**src/rtl/channel_triangle_voice_pkg.sv**
```systemverilog
// channel_voice_pkg: waveform and FSM encodings plus default widths shared by the voice channels.
package channel_voice_pkg;
    localparam logic [1:0] MODE_TRIANGLE = 2'd0;
    localparam logic [1:0] MODE_SAW      = 2'd1;
    localparam logic [1:0] MODE_SQUARE   = 2'd2;
    typedef enum logic {ST_IDLE = 1'b0, ST_PLAY = 1'b1} state_t;
    localparam int DEF_PHASE_WIDTH = 32;
    localparam int DEF_AMP_BITS    = 4;
    localparam int DEF_OUT_WIDTH   = 9;
    localparam int DEF_LEN_WIDTH   = 8;
endpackage

```
**src/rtl/channel_triangle_voice_if.sv**
```systemverilog
// channel_triangle_voice_if: sequencer-facing note controls and PWM-facing sample outputs of one voice.
interface channel_triangle_voice_if
    import channel_voice_pkg::*;
#(
    parameter int PHASE_WIDTH = DEF_PHASE_WIDTH,
    parameter int OUT_WIDTH   = DEF_OUT_WIDTH,
    parameter int LEN_WIDTH   = DEF_LEN_WIDTH
);
    logic                   i_note_on;
    logic                   i_note_off;
    logic [1:0]             i_mode;
    logic [LEN_WIDTH-1:0]   i_length;
    logic [PHASE_WIDTH-1:0] i_phase_delta;
    logic                   i_phase_delta_valid;
    logic                   i_tick;
    logic [OUT_WIDTH-1:0]   o_output;
    logic                   o_frame_pulse;
    logic                   o_active;
    modport master (
        output i_note_on, i_note_off, i_mode, i_length, i_phase_delta, i_phase_delta_valid, i_tick,
        input  o_output, o_frame_pulse, o_active
    );
    modport slave (
        input  i_note_on, i_note_off, i_mode, i_length, i_phase_delta, i_phase_delta_valid, i_tick,
        output o_output, o_frame_pulse, o_active
    );
endinterface

```
**src/rtl/channel_triangle_voice_wave_shaper.sv**
```systemverilog
// wave_shaper: combinational phase-to-amplitude mapping (triangle, sawtooth, square) for any channel.
module wave_shaper
    import channel_voice_pkg::*;
#(
    parameter int PHASE_WIDTH = DEF_PHASE_WIDTH,
    parameter int AMP_BITS    = DEF_AMP_BITS
)(
    input  logic [PHASE_WIDTH-1:0] i_phase,
    input  logic [1:0]             i_mode,
    output logic [AMP_BITS-1:0]    o_sample
);
    logic                            w_msb;
    logic [AMP_BITS-1:0]             w_tri;
    logic [AMP_BITS-1:0]             w_saw;
    logic [AMP_BITS-1:0]             w_sqr;
    logic [PHASE_WIDTH-AMP_BITS-2:0] w_unused;
    assign w_msb    = i_phase[PHASE_WIDTH-1];
    assign w_tri    = w_msb ? ~i_phase[PHASE_WIDTH-2 -: AMP_BITS] : i_phase[PHASE_WIDTH-2 -: AMP_BITS];
    assign w_saw    = i_phase[PHASE_WIDTH-1 -: AMP_BITS];
    assign w_sqr    = {AMP_BITS{~w_msb}};
    assign w_unused = i_phase[PHASE_WIDTH-AMP_BITS-2:0];
    // Mode 3 is unassigned and falls back to triangle.
    assign o_sample = (i_mode == MODE_SAW) ? w_saw : (i_mode == MODE_SQUARE) ? w_sqr : w_tri;
endmodule

```
**src/rtl/channel_triangle_voice.sv**
```systemverilog
// channel_triangle_voice: note FSM, length counter, clearable phase accumulator and shaped PWM sample.
// Define TRIANGLE_ULTRASONIC_MUTE_EN to freeze the voice while the phase delta is at or above ULTRA_DELTA.
module channel_triangle_voice
    import channel_voice_pkg::*;
#(
    parameter int                     PHASE_WIDTH = DEF_PHASE_WIDTH,
    parameter int                     AMP_BITS    = DEF_AMP_BITS,
    parameter int                     OUT_WIDTH   = DEF_OUT_WIDTH,
    parameter int                     LEN_WIDTH   = DEF_LEN_WIDTH,
    parameter logic [PHASE_WIDTH-1:0] ULTRA_DELTA = PHASE_WIDTH'(32'h4000_0000)
)(
    input logic                     i_clk,
    input logic                     i_reset,
    channel_triangle_voice_if.slave voice
);
    state_t                 r_state;
    state_t                 w_next;
    logic [PHASE_WIDTH-1:0] r_phase;
    logic [PHASE_WIDTH-1:0] r_delta;
    logic [PHASE_WIDTH-1:0] w_sum;
    logic                   w_carry;
    logic                   w_mute;
    logic                   w_run;
    logic                   w_expire;
    logic [LEN_WIDTH-1:0]   r_len;
    logic                   r_sustain;
    logic [1:0]             r_mode;
    logic                   r_frame;
    logic [AMP_BITS-1:0]    w_wave;
    logic [OUT_WIDTH-1:0]   r_output;

`ifdef TRIANGLE_ULTRASONIC_MUTE_EN
    assign w_mute = r_delta >= ULTRA_DELTA;
`else
    logic [PHASE_WIDTH-1:0] w_unused_ultra;
    assign w_unused_ultra = ULTRA_DELTA;
    assign w_mute         = 1'b0;
`endif

    assign {w_carry, w_sum} = {1'b0, r_phase} + {1'b0, r_delta};
    assign w_run            = (r_state == ST_PLAY) && !w_mute;
    assign w_expire         = voice.i_tick && !r_sustain && (r_len == LEN_WIDTH'(1));

    wave_shaper #(.PHASE_WIDTH(PHASE_WIDTH), .AMP_BITS(AMP_BITS)) u_shaper (
        .i_phase  (r_phase),
        .i_mode   (r_mode),
        .o_sample (w_wave)
    );

    always_ff @(posedge i_clk or posedge i_reset) begin
        if (i_reset) r_state <= ST_IDLE;
        else         r_state <= w_next;
    end

    always_comb begin
        w_next = r_state;
        if (voice.i_note_on) w_next = ST_PLAY;
        else if (r_state == ST_PLAY && (voice.i_note_off || w_expire)) w_next = ST_IDLE;
    end

    // Output only refreshes while running so a stopped or muted voice holds its level without a click.
    always_ff @(posedge i_clk or posedge i_reset) begin
        if (i_reset) begin
            r_phase   <= '0;
            r_delta   <= '0;
            r_len     <= '0;
            r_sustain <= 1'b0;
            r_mode    <= MODE_TRIANGLE;
            r_frame   <= 1'b0;
            r_output  <= '0;
        end else begin
            if (voice.i_phase_delta_valid) r_delta <= voice.i_phase_delta;
            r_frame <= w_run && !voice.i_note_on && w_carry;
            if (w_run) r_output <= OUT_WIDTH'(w_wave);
            if (voice.i_note_on) begin
                r_phase   <= '0;
                r_mode    <= voice.i_mode;
                r_len     <= voice.i_length;
                r_sustain <= (voice.i_length == '0);
            end else if (r_state == ST_PLAY) begin
                if (!w_mute) r_phase <= w_sum;
                if (voice.i_tick && !r_sustain && r_len != '0) r_len <= r_len - LEN_WIDTH'(1);
            end
        end
    end

    assign voice.o_output      = r_output;
    assign voice.o_frame_pulse = r_frame;
    assign voice.o_active      = (r_state == ST_PLAY);
endmodule

```
**src/flat_wrapper.sv**
```systemverilog
// flat-port wrapper written by rule: the top's interface ports become plain ports
module channel_triangle_voice_flat import channel_voice_pkg::*;
#(
    parameter int                     PHASE_WIDTH = DEF_PHASE_WIDTH,
    parameter int                     AMP_BITS    = DEF_AMP_BITS,
    parameter int                     OUT_WIDTH   = DEF_OUT_WIDTH,
    parameter int                     LEN_WIDTH   = DEF_LEN_WIDTH,
    parameter logic [PHASE_WIDTH-1:0] ULTRA_DELTA = PHASE_WIDTH'(32'h4000_0000)
)
  (i_clk, i_reset, voice_i_note_on, voice_i_note_off, voice_i_mode, voice_i_length, voice_i_phase_delta, voice_i_phase_delta_valid, voice_i_tick, voice_o_output, voice_o_frame_pulse, voice_o_active);
  channel_triangle_voice_if #(.PHASE_WIDTH(PHASE_WIDTH), .OUT_WIDTH(OUT_WIDTH), .LEN_WIDTH(LEN_WIDTH)) voice_i ();
  input logic i_clk;
  input logic i_reset;
  input wire logic [$bits(voice_i.i_note_on)-1:0] voice_i_note_on;
  input wire logic [$bits(voice_i.i_note_off)-1:0] voice_i_note_off;
  input wire logic [$bits(voice_i.i_mode)-1:0] voice_i_mode;
  input wire logic [$bits(voice_i.i_length)-1:0] voice_i_length;
  input wire logic [$bits(voice_i.i_phase_delta)-1:0] voice_i_phase_delta;
  input wire logic [$bits(voice_i.i_phase_delta_valid)-1:0] voice_i_phase_delta_valid;
  input wire logic [$bits(voice_i.i_tick)-1:0] voice_i_tick;
  output wire logic [$bits(voice_i.o_output)-1:0] voice_o_output;
  output wire logic [$bits(voice_i.o_frame_pulse)-1:0] voice_o_frame_pulse;
  output wire logic [$bits(voice_i.o_active)-1:0] voice_o_active;
  assign voice_i.i_note_on = voice_i_note_on;
  assign voice_i.i_note_off = voice_i_note_off;
  assign voice_i.i_mode = voice_i_mode;
  assign voice_i.i_length = voice_i_length;
  assign voice_i.i_phase_delta = voice_i_phase_delta;
  assign voice_i.i_phase_delta_valid = voice_i_phase_delta_valid;
  assign voice_i.i_tick = voice_i_tick;
  assign voice_o_output = voice_i.o_output;
  assign voice_o_frame_pulse = voice_i.o_frame_pulse;
  assign voice_o_active = voice_i.o_active;
  channel_triangle_voice #(.PHASE_WIDTH(PHASE_WIDTH), .AMP_BITS(AMP_BITS), .OUT_WIDTH(OUT_WIDTH), .LEN_WIDTH(LEN_WIDTH), .ULTRA_DELTA(ULTRA_DELTA)) u_core (.i_clk(i_clk), .i_reset(i_reset), .voice(voice_i));
endmodule
```
**config.mk**
```make
export PLATFORM = sky130hd
export DESIGN_NAME = channel_triangle_voice_flat
export DESIGN_NICKNAME = d
export VERILOG_FILES = /design/src/rtl/channel_triangle_voice_pkg.sv /design/src/rtl/channel_triangle_voice_if.sv /design/src/rtl/channel_triangle_voice_wave_shaper.sv /design/src/rtl/channel_triangle_voice.sv /design/src/flat_wrapper.sv
export SDC_FILE = /design/constraint.sdc
export NUM_CORES = 1
export LEC_CHECK = 0
export BUFFER_PORTS_ARGS = -buffer_cell sky130_fd_sc_hd__buf_4
export CORE_MARGIN = 10
export CORE_UTILIZATION = 54
export DETAILED_ROUTE_END_ITERATION = 8
export GPL_ROUTABILITY_DRIVEN = 0
export GPL_TIMING_DRIVEN = 1
export PLACE_DENSITY_LB_ADDON = 0.12
export REMOVE_ABC_BUFFERS = 1
export SKIP_CTS_REPAIR_TIMING = 1
export SLEW_MARGIN = 20
export SYNTH_ARGS = -nofsm -noshare
export SYNTH_HDL_FRONTEND = slang
export SYNTH_HIERARCHICAL = 1
export SYNTH_SLANG_ARGS = --single-unit
```
**constraint.sdc**
```tcl
create_clock -name i_clk -period 2.7 [get_ports i_clk]
set_input_delay 0.675 -clock i_clk [delete_from_list [all_inputs] [get_ports i_clk]]
set_output_delay 0.675 -clock i_clk [all_outputs]
set_load 0.02 [all_outputs]
```
==> results by stage, run 1 <==
Cells and area:
- The finished layout cell area is 6062 sq um.
- The area growth from synthesis to layout is 13.95%.
- The share of final-layout standard cells stronger than drive strength 1 is 0.2263.
- The count of filler cells inserted in the layout is 846.
- The net count of the finished layout is 679.
- The antenna diode count is 0.

Place:
- The post-detailed-placement half-perimeter wirelength is 8781 um.
- Port buffering added 53 buffers.
- The placement-stage cell area is 5798 sq um.
- The placement-stage worst setup slack is 0.1289 ns.

Synth:
- The share of the yosys chip area belonging to registers is 0.3810.
- Summing every instance area after synthesis gives 5320 sq um.
- The synthesized flop and latch total is 81.
- The cell with the most instances after synthesis is sky130_fd_sc_hd__dfrtp_1.
- The async set or reset register ratio after synthesis is 1.000.
- The portion of synthesized cell area occupied by the leading cell type is 0.3810.
- The commonest cells after synthesis are sky130_fd_sc_hd__dfrtp_1 (81), sky130_fd_sc_hd__nand2_1 (47), sky130_fd_sc_hd__nor2_1 (42).
- Counting distinct cell types in the post-synthesis netlist gives 70.
- After synthesis, the mean cell area works out to 9.655 sq um.
- The number of flops mapped to enable cells by yosys is 0.
- By area the synthesized netlist is led by sky130_fd_sc_hd__dfrtp_1 (38%), sky130_fd_sc_hd__ha_1 (8.0%), sky130_fd_sc_hd__mux2_2 (7.8%), sky130_fd_sc_hd__nand2_1 (3.3%), sky130_fd_sc_hd__a21oi_1 (3.2%).
- The post-synthesis cell type with the largest combined area is sky130_fd_sc_hd__dfrtp_1.
- The top flip-flop cell by instance count after synthesis is sky130_fd_sc_hd__dfrtp_1.
- The number of instances in the synthesized netlist is 551.
- Yosys printed 6 warnings.

Global route:
- Across every metal layer, demand over resource in global routing totals 0.1676.
- The first-pass GRT wire length is 20350 um.
- The number of antenna violations at the first check in global routing is 0.
- The largest net degree at the start of global routing is 55.
- The via count of the first global-routing pass came to 4260.
- The overall overflow remaining after global route is 0.

Worst setup path:
- The kind of start point of the critical path is a flop.
- The required time of the critical path is 2.96 ns.
- Counting both buffers and inverters, the worst setup path holds a total of 0.
- The largest individual stage delay along the critical path comes from the cell sky130_fd_sc_hd__ha_1.
- The type of destination of the critical path is a flop.
- The data arrival time of the critical path is 2.79 ns.
- In this run the worst path has a maximum fanout of 7.
- The critical path's top delay family is compound AO/OA/AOI/OAI gates.
- The largest incremental delay on the critical path is 0.41 ns.
- The critical path is of the flop to flop type.
- In this run the worst setup path begins at u_core/r_phase[4].
- The critical path goes through ha_1 > a21oi_1 > a21boi_1 > o31ai_2 > o21ai_2 > a21o_1 > a31oi_1 > xor2_1 > a211oi_1.
- The worst register-to-register path has a setup slack of 0.17 ns.
- The startpoint of the worst-slack reg-to-reg timing path is u_core/r_phase[4].

Power:
- The reported leakage power is 2.886 nW.
- The ratio of total power to cell area is 914.7 nW/um^2.
- The worst supply voltage drop on vdd is 0.0004313 V.
- Power comes to 5.545 mW.

Die:
- The area of the core is 9684 sq um.
- From left edge to right edge, the die measures 119.3 um.
- Pin placement for this block handled 59 I/O pins.
- Measured along the y axis, the die boundary spans 119.3 um.
- The die covers 14220 sq um.
- The count of standard-cell rows is 36.
- For this configuration, the core starts out at a cell density of 0.5494.

Run status:
- The run finished with clean final reports.

Detailed routing:
- The number of detailed-routing iterations run before antenna repair is 4.
- The via density per instance is 5.774.
- The first routing iteration left 259 violations.
- The total wirelength of the detailed-routed design is 11850 um.
- Summing over every cut layer, the via total after detailed routing is 4238.
- In the routed design, unresolved DRC markers number 0.
- The routed length per placed instance is 16.14 um.
- The post-route antenna net violation count is 0.

Clock network:
- The maximum clock path buffer count is 2.
- The later-pin clock latency in the skew report is 0.35 ns.
- The cell sitting at the root of the clock tree is a sky130_fd_sc_hd__clkbuf_8.
- The H-tree depth reported by CTS is 3.
- The total CTS buffers is 9.
- The clock tree from TritonCTS is done.
- Clock-pin slew was measured on the worst setup and hold paths at 0.09 ns.
- The clock net in this run drives a total of 81 sinks.

Timing:
- The worst path in the final design needs a cycle of 2.530 ns, including I/O delays and setup.
- The final setup violation count is 0.
- The worst path meets setup with 0.1697 ns of slack.
- Setup repair after global routing left no endpoint under its margin.
- At the pin with the least slew margin, the transition time is 0.7482 ns.
- The final clock skew is 0.01056 ns.
- The number of max-slew violations in the final report was 0.
- The period utilization is 0.9372.
- For this run, the top clock speed supported by timing is 395.2 MHz.
- The final setup TNS is 0 ns.
- The number of hold-slack violations in the final timing report is 0.
- The worst slew slack as a fraction of its limit is 0.4993.

Hold path:
- The worst hold-check path type is primary input to asynchronous set/reset pin.

Run:
- Across the run, the number of max-cap violations was 0.
layout by cell type (no fill, tap or decap), types with 8 or more instances in the layout:
| master | count |
|---|---|
| sky130_fd_sc_hd__dfrtp_1 | 81 |
| sky130_fd_sc_hd__buf_4 | 59 |
| sky130_fd_sc_hd__nand2_1 | 47 |
| sky130_fd_sc_hd__nor2_1 | 42 |
| sky130_fd_sc_hd__mux2_2 | 37 |
| sky130_fd_sc_hd__a21oi_1 | 34 |
| sky130_fd_sc_hd__ha_1 | 34 |
| sky130_fd_sc_hd__o21ai_0 | 24 |
| sky130_fd_sc_hd__inv_1 | 18 |
| sky130_fd_sc_hd__a21o_1 | 16 |
| sky130_fd_sc_hd__xnor2_1 | 16 |
| sky130_fd_sc_hd__mux2i_1 | 16 |
| sky130_fd_sc_hd__nand3_1 | 15 |
| sky130_fd_sc_hd__xor2_1 | 15 |
| sky130_fd_sc_hd__clkbuf_8 | 11 |
| sky130_fd_sc_hd__nor3_1 | 10 |
| sky130_fd_sc_hd__a211oi_1 | 8 |
final timing paths:
path / endpoint / cells past startpoint
setup / recovery: u_core/r_phase[27] / 9
hold / removal: u_core/voice.o_active / 2
min in group i_clk: u_core/r_sustain / 1
max in group asynchronous: u_core/r_phase[9] / 3
setup reg to reg: u_core/r_phase[27] / 9
hold reg to reg: u_core/r_sustain / 1
routing by layer:
layer  vias up  GRT usage  wire (um)
li1       2079          -          -
met1      2077     0.2206       5677
met2        72     0.2746       5673
met3        10    0.03354        385
met4         0    0.04504        113
met5         -          0          0
kinds of logic after synthesis:
logic type / Yosys count / share of synthesized area
flops: 81 / 0.3810
xor+xnor: 31 / 0.05103
buf+inv: 49 / 0.04351
compound gates: 139 / 0.1846
fa+ha+maj: 35 / 0.08373
simple gates: 162 / 0.1470
other cells: 1 / 0.0007049
mux: 53 / 0.1084
sequential cells by signal, indices dropped and copies added (netlist names):
name	flops
u_core/r_delta	32
u_core/r_sustain	1
u_core/r_mode	2
u_core/r_len	8
u_core/voice.o_output	4
u_core/r_phase	32
u_core/voice.o_frame_pulse	1
u_core/voice.o_active	1
metrics by stage:
step	utilization	instances	hold slack (ns)
after floorplan	-	525	0.4563
after global placement	0.5987	717	0.4722
after detailed placement	0.5987	717	0.4802
after CTS	0.6233	733	0.3353
after global routing	0.6260	734	0.3595
final	0.6260	734	0.3257
final cells by class:
class                   instances  area [sq um]  area share
clock buffers                  11         151.4     0.02497
clock inverters                 5         86.33     0.01424
inverters                      19         72.57     0.01197
multi-input cells             425          3095      0.5106
flip-flops and latches         81          2027      0.3344
well taps                     133         166.4     0.02745
repair buffers                 60         462.9     0.07637
worst register-to-register path, stage by stage, from the launching register on:
cell	delay [ns]
sky130_fd_sc_hd__dfrtp_1	0.39
sky130_fd_sc_hd__ha_1	0.41
sky130_fd_sc_hd__a21oi_1	0.21
sky130_fd_sc_hd__a21boi_1	0.10
sky130_fd_sc_hd__o31ai_2	0.34
sky130_fd_sc_hd__o21ai_2	0.15
sky130_fd_sc_hd__a21o_1	0.24
sky130_fd_sc_hd__a31oi_1	0.24
sky130_fd_sc_hd__xor2_1	0.10
sky130_fd_sc_hd__a211oi_1	0.24
power breakdown:
group	leakage, nW	switching (mW)	internal (mW)
Clock	0.120	0.457	0.578
Combinational	1.77	1.56	1.22
Sequential	0.999	0.229	1.50
(Power assumes the default switching activity.)
==> run 2, diff against run 1 <==
Settings changed: SETUP_SLACK_MARGIN from default to 0.3.
==> results by stage, run 2 (synthesis results as in run 1) <==
Worst setup path:
- The number of logic stages on the critical path including buffering is 11.
- The type of destination of the critical path is a flop.
- On the critical path, the stage with the largest delay is an instance of sky130_fd_sc_hd__fa_2.
- For the worst flop-to-flop path, the logic depth is 11.
- Traced cell by cell, the critical path runs through ha_2 > inv_2 > fa_2 > nor2b_4 > o2111ai_4 > a31oi_4 > nor3_2 > o22ai_2 > a31o_1 > a41o_1 > o211a_1.
- The worst setup path endpoint is u_core/voice.o_frame_pulse.
- The largest incremental delay on the critical path is 0.42 ns.
- The kind of start point of the critical path is a flop.
- The endpoint of the lowest-slack register-to-register path is u_core/voice.o_frame_pulse.
- The setup slack of the most critical reg-to-reg path is 0.23 ns.
- For the worst setup path, the data arrival time is 2.76 ns.
- At the worst endpoint, the required time is 2.99 ns.
- In this run the critical register-to-register path is launched from u_core/r_phase[0].
- The largest fanout of any net on the critical path is 4.
- The origin of the worst setup path is u_core/r_phase[0].
- Counting both buffers and inverters, the worst setup path holds a total of 1.
- The critical path's top delay family is compound AO/OA/AOI/OAI gates.
- The critical path in this run is classified as flop to flop.

Clock network:
- The clock drives 81 sinks.
- Clock-pin slew was measured on the worst setup and hold paths at 0.09 ns.
- CTS built an H-tree with a depth of 3.
- The clock tree from TritonCTS is done.
- The later-pin clock latency in the skew report is 0.35 ns.
- In this run, CTS created clock tree buffers numbering 9.
- The cell sitting at the root of the clock tree is a sky130_fd_sc_hd__clkbuf_8.
- The maximum clock path buffer count is 2.

Timing:
- The number of max-slew violations in the final report is 0.
- The period utilization is 0.9149.
- The final critical-path required period is 2.470 ns.
- The final-layout worst hold slack is 0.3282 ns.
- The transition at the pin with the smallest max-transition slack is 0.7492 ns.
- Setup repair after global routing could not meet its margin everywhere.
- In this run the tightest slew margin relative to its limit is 0.4987.
- On the final layout, the worst clock skew is 0.009028 ns.
- The worst path meets setup with 0.2298 ns of slack.
- The maximum frequency from static timing analysis is 404.8 MHz.
- Setup violations remaining at the end of the flow were counted as 0.
- The number of hold-slack violations in the final timing report is 0.

Die:
- The vertical extent of the die is 119.3 um.
- The count of standard-cell rows is 36.
- The floorplan step defined a die boundary enclosing 14220 sq um.
- Pin placement for this block handled 59 I/O pins.
- The initial cell density of the core is 0.5494.
- The x dimension of the die is 119.3 um.
- The area of the core is 9684 sq um.

Power:
- Power spread over the standard cell area amounts to 921.7 nW/um^2.
- The worst supply voltage drop on vdd is 0.0004438 V.
- The reported leakage power is 2.946 nW.

Cells and area:
- Counting the fill cells in the layout gives 815.
- The commonest non-fill, non-tap cell in the layout is sky130_fd_sc_hd__dfrtp_1.
- From synthesis to final layout, the design area changed by 18.65%.
- The multi-input combinational cells in the finished layout cover a total of 3259 sq um.
- In the layout the commonest cells are sky130_fd_sc_hd__dfrtp_1 (81), sky130_fd_sc_hd__buf_4 (69), sky130_fd_sc_hd__nand2_1 (46).
- Of the cells placed in the final design, the portion with a size suffix greater than 1 is 0.2810.
- The largest registers in the layout are u_core/r_delta x32, u_core/r_phase x32, u_core/r_len x8.
- In the final layout, flip-flops and latches occupy 2027 sq um.
- The net count of the finished layout is 690.
- 0 antenna diodes ended up in the layout.

Detailed routing:
- The count of nets left with antenna violations once routing finished came out at 0.
- After detailed routing, the number of vias per cell comes to 5.805.
- The violation count after the first detailed-route iteration is 252.
- The routed length per placed instance is 16.47 um.
- The final route contains 4325 vias.
- The number of detailed-routing iterations run before antenna repair is 4.
- Summed over all layers, the routed wires come to 12270 um.
- The DRC violation count after routing is 0.

Global route:
- The first-pass GRT wire length is 20350 um.
- The via count of the first global-routing pass is 4260.
- The number of antenna violations at the first check in global routing is 0.
- Entering global routing, the biggest net connects 55 pins.
- Global routing finished with a remaining overflow of 0.
- For this run, the total global-route usage over all layers was measured as 0.1676.

Run:
- The max-capacitance violation count is 0.

Run status:
- The run finished with clean final reports.

Hold path:
- The min-delay analysis places its worst path in the category primary input to asynchronous set/reset pin.

Place:
- At the placement stage, the worst setup path has a slack of 0.1289 ns.
- The number of port buffers is 53.
- After legalization and detailed placement, the total HPWL measured 8781 um.
[run 2: cell count changes in the layout (fill, tap and decap cells not counted), moves of 4 or more]
cell	change
sky130_fd_sc_hd__buf_4	+10
sky130_fd_sc_hd__ha_1	-9
sky130_fd_sc_hd__a21oi_1	-6
sky130_fd_sc_hd__a21oi_2	+6
sky130_fd_sc_hd__ha_2	+5
sky130_fd_sc_hd__ha_4	+4
[run 2: how the worst min path moves through the flow]
stage	from	slack, ns	end
global placement	u_core/r_phase[25]	0.47	u_core/r_phase[25]
detailed placement	u_core/r_sustain	0.48	u_core/r_sustain
CTS	i_reset	0.34	u_core/voice.o_active
floorplan	u_core/r_phase[15]	0.46	u_core/r_phase[15]
finish	i_reset	0.33	u_core/voice.o_active
global route	i_reset	0.36	u_core/voice.o_active
[run 2: power by group]
| group | internal [mW] | switching [mW] |
|---|---|---|
| sequential | 1.50 | 0.246 |
| clock | 0.578 | 0.462 |
| combinational | 1.37 | 1.66 |
[run 2: cell type report]
class / instances / area share
clock buffers: 11 / 0.02398
clock inverters: 5 / 0.01368
inverters: 19 / 0.01150
multi-input cells: 425 / 0.5164
flip-flops and latches: 81 / 0.3211
well taps: 133 / 0.02636
repair buffers: 71 / 0.08702
[run 2: worst reg2reg max path: stages, from the launching register on]
cell and delay, ns:
sky130_fd_sc_hd__dfrtp_1 0.37, sky130_fd_sc_hd__ha_2 0.20, sky130_fd_sc_hd__inv_2 0.05, sky130_fd_sc_hd__fa_2 0.42
sky130_fd_sc_hd__nor2b_4 0.16, sky130_fd_sc_hd__o2111ai_4 0.15, sky130_fd_sc_hd__a31oi_4 0.24, sky130_fd_sc_hd__nor3_2 0.09
sky130_fd_sc_hd__o22ai_2 0.17, sky130_fd_sc_hd__a31o_1 0.25, sky130_fd_sc_hd__a41o_1 0.19, sky130_fd_sc_hd__o211a_1 0.13
[run 2: metrics by stage]
step                utilization  power (mW)  instances  TNS, ns  instance area [sq um]
floorplan                     -       3.808        525   -4.462                   5175
global placement         0.5987       4.388        717        0                   5798
detailed placement       0.5987       4.456        717        0                   5798
CTS                      0.6233       5.524        733        0                   6036
global route             0.6518       6.240        745        0                   6312
finish                   0.6518       5.818        745        0                   6312
[run 2: layer usage]
layer,global-route usage,part of all wire,vias up
met5,0,0,-
met3,0.03354,0.038,12
met2,0.2746,0.49,78
met4,0.04504,0.012,0
li1,-,-,2099
met1,0.2206,0.46,2136
